`src/rtl/adc_serial_if.sv`:
```
// ADC-side responder: one SPI-style read frame per request edge,
// presenting the low DATA_W bits as the sample with a ready flag.
module adc_serial_if #(
  parameter int DATA_W     = 12,
  parameter int FRAME_BITS = 16,
  parameter int CLK_DIV    = 2,
  parameter int CS_SETUP   = 2,
  parameter int QUIET      = 4
) (
  input  logic              clk_i,
  input  logic              reset_n_i,
  input  logic              adc_data_req_i,
  output logic              adc_data_rdy_o,
  output logic [DATA_W-1:0] adc_data_o,
  output logic              adc_ovr_o,
  output logic              adc_cs_n_o,
  output logic              adc_sclk_o,
  input  logic              adc_sdo_i
);

  localparam int PER  = 2 * CLK_DIV;
  localparam int MX0  = (CS_SETUP > QUIET) ? CS_SETUP : QUIET;
  localparam int MAXC = (MX0 > PER) ? MX0 : PER;
  localparam int CW   = $clog2(MAXC + 1);
  localparam int BW   = $clog2(FRAME_BITS + 1);

  localparam logic [CW-1:0] SETUP_END = CW'(CS_SETUP - 1);
  localparam logic [CW-1:0] QUIET_END = CW'(QUIET - 1);
  localparam logic [CW-1:0] HI_START  = CW'(CLK_DIV);
  localparam logic [CW-1:0] PER_END   = CW'(PER - 1);
  localparam logic [BW-1:0] BITS_END  = BW'(FRAME_BITS);

  typedef enum logic [1:0] {
    S_IDLE,
    S_SETUP,
    S_SHIFT,
    S_QUIET
  } state_t;

  state_t      state_q, state_d;
  logic        req_q, req_d;
  logic        pend_q, pend_d;
  logic [CW-1:0] cnt_q, cnt_d;
  logic [BW-1:0] bit_q, bit_d;
  logic [DATA_W-1:0] shift_q, shift_d;
  logic [DATA_W-1:0] data_q, data_d;
  logic        rdy_q, rdy_d;
  logic        ovr_q, ovr_d;
  logic        cs_n_q, cs_n_d;
  logic        sclk_q, sclk_d;
  logic        req_edge;
  logic        start;

  assign req_edge = adc_data_req_i & ~req_q;

  always_comb begin
    state_d = state_q;
    req_d   = adc_data_req_i;
    pend_d  = pend_q;
    cnt_d   = cnt_q;
    bit_d   = bit_q;
    shift_d = shift_q;
    data_d  = data_q;
    rdy_d   = rdy_q;
    ovr_d   = 1'b0;
    cs_n_d  = cs_n_q;
    sclk_d  = sclk_q;
    start   = 1'b0;

    unique case (state_q)
      S_IDLE: begin
        start = req_edge;
      end
      S_SETUP: begin
        ovr_d = req_edge;
        if (cnt_q == SETUP_END) begin
          state_d = S_SHIFT;
          cnt_d   = '0;
        end else begin
          cnt_d = cnt_q + CW'(1);
        end
      end
      S_SHIFT: begin
        if (bit_q == BITS_END) begin
          // an edge on the completing cycle queues like a QUIET request
          state_d = S_QUIET;
          cnt_d   = '0;
          cs_n_d  = 1'b1;
          rdy_d   = 1'b1;
          data_d  = shift_q;
          pend_d  = req_edge;
        end else begin
          ovr_d = req_edge;
          if (cnt_q == '0)
            sclk_d = 1'b0;
          if (cnt_q == HI_START) begin
            sclk_d  = 1'b1;
            shift_d = (shift_q << 1)
                    | DATA_W'(adc_sdo_i);
          end
          if (cnt_q == PER_END) begin
            cnt_d = '0;
            bit_d = bit_q + BW'(1);
          end else begin
            cnt_d = cnt_q + CW'(1);
          end
        end
      end
      S_QUIET: begin
        ovr_d = req_edge & pend_q;
        if (req_edge)
          pend_d = 1'b1;
        if (cnt_q == QUIET_END) begin
          start   = pend_q | req_edge;
          state_d = S_IDLE;
        end else begin
          cnt_d = cnt_q + CW'(1);
        end
      end
      default: state_d = S_IDLE;
    endcase

    if (start) begin
      state_d = S_SETUP;
      pend_d  = 1'b0;
      cnt_d   = '0;
      bit_d   = '0;
      shift_d = '0;
      rdy_d   = 1'b0;
      cs_n_d  = 1'b0;
    end
  end

  always_ff @(posedge clk_i or negedge reset_n_i) begin
    if (!reset_n_i) begin
      state_q <= S_IDLE;
      req_q   <= 1'b0;
      pend_q  <= 1'b0;
      cnt_q   <= '0;
      bit_q   <= '0;
      shift_q <= '0;
      data_q  <= '0;
      rdy_q   <= 1'b1;
      ovr_q   <= 1'b0;
      cs_n_q  <= 1'b1;
      sclk_q  <= 1'b1;
    end else begin
      state_q <= state_d;
      req_q   <= req_d;
      pend_q  <= pend_d;
      cnt_q   <= cnt_d;
      bit_q   <= bit_d;
      shift_q <= shift_d;
      data_q  <= data_d;
      rdy_q   <= rdy_d;
      ovr_q   <= ovr_d;
      cs_n_q  <= cs_n_d;
      sclk_q  <= sclk_d;
    end
  end

  assign adc_data_rdy_o = rdy_q;
  assign adc_data_o     = data_q;
  assign adc_ovr_o      = ovr_q;
  assign adc_cs_n_o     = cs_n_q;
  assign adc_sclk_o     = sclk_q;

endmodule
```
`config.mk`:
```
export PLATFORM = sky130hd
export DESIGN_NAME = adc_serial_if
export DESIGN_NICKNAME = d
export VERILOG_FILES = /design/src/rtl/adc_serial_if.sv
export SDC_FILE = /design/constraint.sdc
export NUM_CORES = 1
export LEC_CHECK = 0
export CAP_MARGIN = 20
export CORE_MARGIN = 2
export CORE_UTILIZATION = 35
export DETAILED_ROUTE_END_ITERATION = 8
export HOLD_SLACK_MARGIN = 0.03
export PLACE_DENSITY_LB_ADDON = 0.3
export RECOVER_POWER = 25
export SYNTH_ARGS = -nofsm -noshare
export SYNTH_HDL_FRONTEND = slang
export SYNTH_SLANG_ARGS = --single-unit
```
`constraint.sdc`:
```
create_clock -name clk_i -period 2.4 [get_ports clk_i]
set_clock_uncertainty 0.15 [all_clocks]
set_input_delay 0.48 -clock clk_i [delete_from_list [all_inputs] [get_ports clk_i]]
set_output_delay 0.48 -clock clk_i [all_outputs]
set_load 0.05 [all_outputs]
```
# == Word level (Yosys, flattened, before mapping) ==
# Index checks and enable logic that the tools add are counted.
# classes
muxes,32
n_eq_ne,13
n_addsub,2
bitwise_logic,6
reduce_logical,17
# ops
operator,n
12-bit two-way mux,4
5-bit two-way mux,4
3-bit two-way mux,5
"3-bit != test, second input constant",5
12-bit by 1-bit bitwise OR with 12-bit output,1
3-bit AND reduction,4
1-bit two-way mux,10
2-bit nonzero test,5
3-bit case mux with 3 select lines,1
2-bit two-way mux,4
"3-bit by 2-bit == test with 1-bit output, second input constant",2
2-bit case mux with 3 select lines,1
2-bit AND reduction,3
"5-bit by 1-bit adder with 5-bit output, second input constant",1
"5-bit == test, second input constant",1
"2-bit == test, second input constant",2
1-bit case mux with 2 select lines,2
4-bit AND reduction,1
4-bit nonzero test,1
"3-bit by 1-bit adder with 3-bit output, second input constant",1
"3-bit by 1-bit == test with 1-bit output, second input constant",1
3-bit zero test,1
1-bit case mux with 3 select lines,1
3-bit nonzero test,1
other kinds (6),8
# word_totals
elab_cells,80
out_inout_bits,16
input_bits,4
regBits,39

# == Depth between registers and ports, before layout ==
# depth
word_depth,7
ltp_mapped,7
ltp_nobuf,6

# == Worst setup path before layout ==
# No wires, ideal clock.
# synth_timing
kind,flip-flop to flip-flop
from,reg cnt_q[0]
to,reg state_q[1]
period_less_slack_ns,1.826
setup_ns,0.073
n_path_buf,1
stages_incl_launch_ff,8
path_slack_ns,0.574
t_arrival_ns,1.603
required_ns,2.177
path_cell_list,dfrtp_1 ha_1 ha_1 buf_4 inv_1 a221o_1 or3_1 a21oi_2
# synth_via
elab_chain_len,5
word_cells_on_any_way,10
cone_classes,eq/ne (5); mux (3); reduce/logical (2)
# synth_lines
item,line,rtl
"start, declared",43,"logic [CW-1:0] cnt_q, cnt_d;"
"start signal, assigned",151,cnt_q <= cnt_d;
3-bit by 2-bit == test with 1-bit output,113,if (cnt_q == QUIET_END) begin
1-bit two-way mux,113,
1-bit case mux with 2 select lines,70,unique case (state_q)
3-bit != test (no line) or 4-bit nonzero test (tied branches),--,
4-bit AND reduction (no line),--,
"end signal, assigned",148,state_q <= state_d;
"end, declared",40,"state_t state_q, state_d;"
# Parallel ways exist; a longest one is shown, timed or not.
# A chain may end at the register's enable or synchronous reset.

# == Final worst setup path ==
# layout_timing
from,reg cs_n_q (netlist: adc_cs_n_o)
to,out adc_cs_n_o
# layout_rtl
item,line,rtl
"start, declared",49,"logic cs_n_q, cs_n_d;"
"start signal, assigned",157,cs_n_q <= cs_n_d;
"end, declared",16,"output logic adc_cs_n_o,"
# No word-level cell between the ends.

==> flow_summary.yaml <==
final_layout:
  final_util_pct: 42.3
  nNetsFinal: 215
  antennaDiodeCount: 0
  layout-drive-gt1-share_pct: 16.1
  final_area_mm2: 0.00230
  areaGrowthSynthToFinish_pct: 18.8
flow_run:
  drv_cap: 0
global_routing:
  grt_max_degree: 40
  grt_pass1_vias: 1300
  grt_use_total_pct: 12.4
  grt_pass1_wl_um: 6110
  antenna_found_initial: 0
  grt_overflow: 0
floorplanning:
  rows: 27
  dieArea_mm2: 0.00614
  chipWidth_um: 78.4
  die_h_um: 78.4
  boundaryPins: 20
  coreArea_mm2: 0.00544
  initial_core_util_pct: 35.6
placed_design:
  gp_congestion: 0.786
  io_buffers: 19
  post-place-ws_ns: 0.261
  place_hpwl_um: 2370
  dpl_cell_area_mm2: 0.00219
timing:
  drv_slew: 0
  setup_viol: 0
  slew-limit-headroom_pct: 36.5
  hold_viol_final: 0
  rsz0062_at_grt: "no"
  tns_ns: 0
  timing.final.crit_share_pct: 94.3
  max_freq_ghz: 0.442
  fin_crit_ns: 2.26
  max_slew.worst_pin.slew_ns: 0.953
  post-route-worst-setup-slack_ns: 0.138
cts:
  clk_latency_ns: 0.28
  cts_hold_buf: 0
  cts_setup_buffers: 0
  postCtsResizedCells: 0
  htreeDepth: 2
  root_buffer: "clkbuf_8"
  tritoncts: "yes"
  cts_buffers: 5
  clock-sinks: 39
  clk_pin_slew_ns: 0.08
  cts_buffer_depth: 2
synth:
  synth.most_common_cell: "dfrtp_1"
  synthesis.area_mm2: 0.00194
  synth_warnings: 0
  synth-seq-cells: 39
  synth-seq-area-share_pct: 50.5
  syn_area_per_cell_um2: 11.1
  ys.flop_type: "dfrtp_1"
  yosys-top-cells-area: "dfrtp_1 (48%), ha_1 (8.4%), mux2_2 (7.0%)"
  syn-num-nets: 192
  ys_types: 32
  synth_edf_count: 0
  synth_top_area_share_pct: 47.8
  netlist_instances: 175
  synth_largest_area_cell: "dfrtp_1"
  postSynth.asyncResetShare_pct: 100
  netlist_top_cells_count: "dfrtp_1 (37), nor2_1 (27), ha_1 (13)"
critical_path:
  r2r_end: "state_q[1]"
  worstReg2RegStart: "state_q[1]"
  cp_num_buf_inv: 1
  rr_worst_depth: 5
  arrival_ns: 1.63
  worstPathCellList: "clkdlybuf4s50_1"
  critPathTopFamily: "buffers and inverters"
  slowest_delay_ns: 0.80
  crit_fanout: 3
  cp-start-kind: "register"
  path_class: "register to primary output"
  endpoint_kind: "primary output"
  crit_required_ns: 1.77
  r2r_slack_ns: 0.44
  crit_path_top_delay_cell: "clkdlybuf4s50_1"
pwr:
  p_per_area_mw_per_mm2: 1430
  power.total_mw: 3.30
  p_leak_nw: 1.14
  ir_drop_uv: 553
hold_path:
  hp-class: "input port to async pin"
status:
  outcome: "finished, final reports clean"
routing:
  drtIter0Drc: 93
  wire_per_inst_um: 12.8
  vias_per_cell: 4.74
  postRouteAntennaNets: 0
  first_pass_iters: 6
  route.detailed.drc: 0
  wl_um: 3460
  num_vias: 1285
## layout by cell type, fill, tap and decap left out, types with 2 or more instances in the layout
cell and count:
o21ai_0 4, nor2_1 27, dfrtp_1 37, clkbuf_8 6, nand2_1 9, a21oi_1 8, clkdlybuf4s50_1 18, mux2_2 12
dfstp_2 2, o21bai_1 2, nor2b_1 2, nand3_1 4, xnor2_1 3, mux2i_1 12, ha_1 13, a311oi_1 2
nor3_1 5, inv_1 10, buf_4 4, nand2b_1 3
## worst max-delay path by stage
stage	start	endpoint	slack, ns	depth (start not counted)
CTS	adc_cs_n_o	adc_cs_n_o	0.12	1
finish	adc_cs_n_o	adc_cs_n_o	0.14	1
floorplan	cnt_q[0]	state_q[1]	0.57	7
global placement	adc_data_req_i	state_q[0]	0.30	6
detailed placement	adc_data_req_i	pend_q	0.26	6
global route	adc_cs_n_o	adc_data_rdy_o	0.09	1
## per-layer routing
metal  wire (um)  track usage, %  vias up
li1            -               -      634
met1        1740            17.1      625
met2        1600            20.1       24
met3         107            2.53        2
met4          21            3.16        0
met5           0               0        -
## report_power, final
part / leakage (nW) / internal (mW) / switching, mW / total, mW
sequential: 0.517 / 0.951 / 0.207 / 1.16
combinational: 0.566 / 0.623 / 0.957 / 1.58
clock: 0.0612 / 0.336 / 0.223 / 0.559
## cells by family (layout without fill, tap and decap cells)
kind of cell,after synthesis,count (layout),share of synthesized area [%]
mux,24,24,13.2
fa+ha+maj,13,13,8.40
simple gates,55,55,13.6
flops,39,39,50.5
xor+xnor,3,3,1.36
buf+inv,18,42,5.23
compound gates,23,23,7.69
## metrics by stage
step           hold slack [ns]  std cells
2_1_floorplan           0.0344        175
3_3_place_gp             0.322        263
3_5_place_dp             0.342        263
4_1_cts                  0.118        271
5_1_grt                  0.363        271
6_report                 0.275        271
## area by class of cell
type / count / area (um2)
Inverter: 10 / 37.5
Fill cell: 533 / 3140
Timing Repair Buffer: 24 / 220
Sequential cell: 39 / 978
Clock buffer: 6 / 82.6
Tap cell: 72 / 90.1
Clock inverter: 2 / 35.0
Multi-Input combinational cell: 118 / 857
## flip-flops by register name, summed over array words and instances (netlist names)
register and flops:
adc_data_o 12, adc_ovr_o 1, bit_q 5, adc_cs_n_o 1, pend_q 1, req_q 1, adc_sclk_o 1, state_q 2
cnt_q 3, shift_q 12
Note: power is estimated with default switching activity, not from simulation.
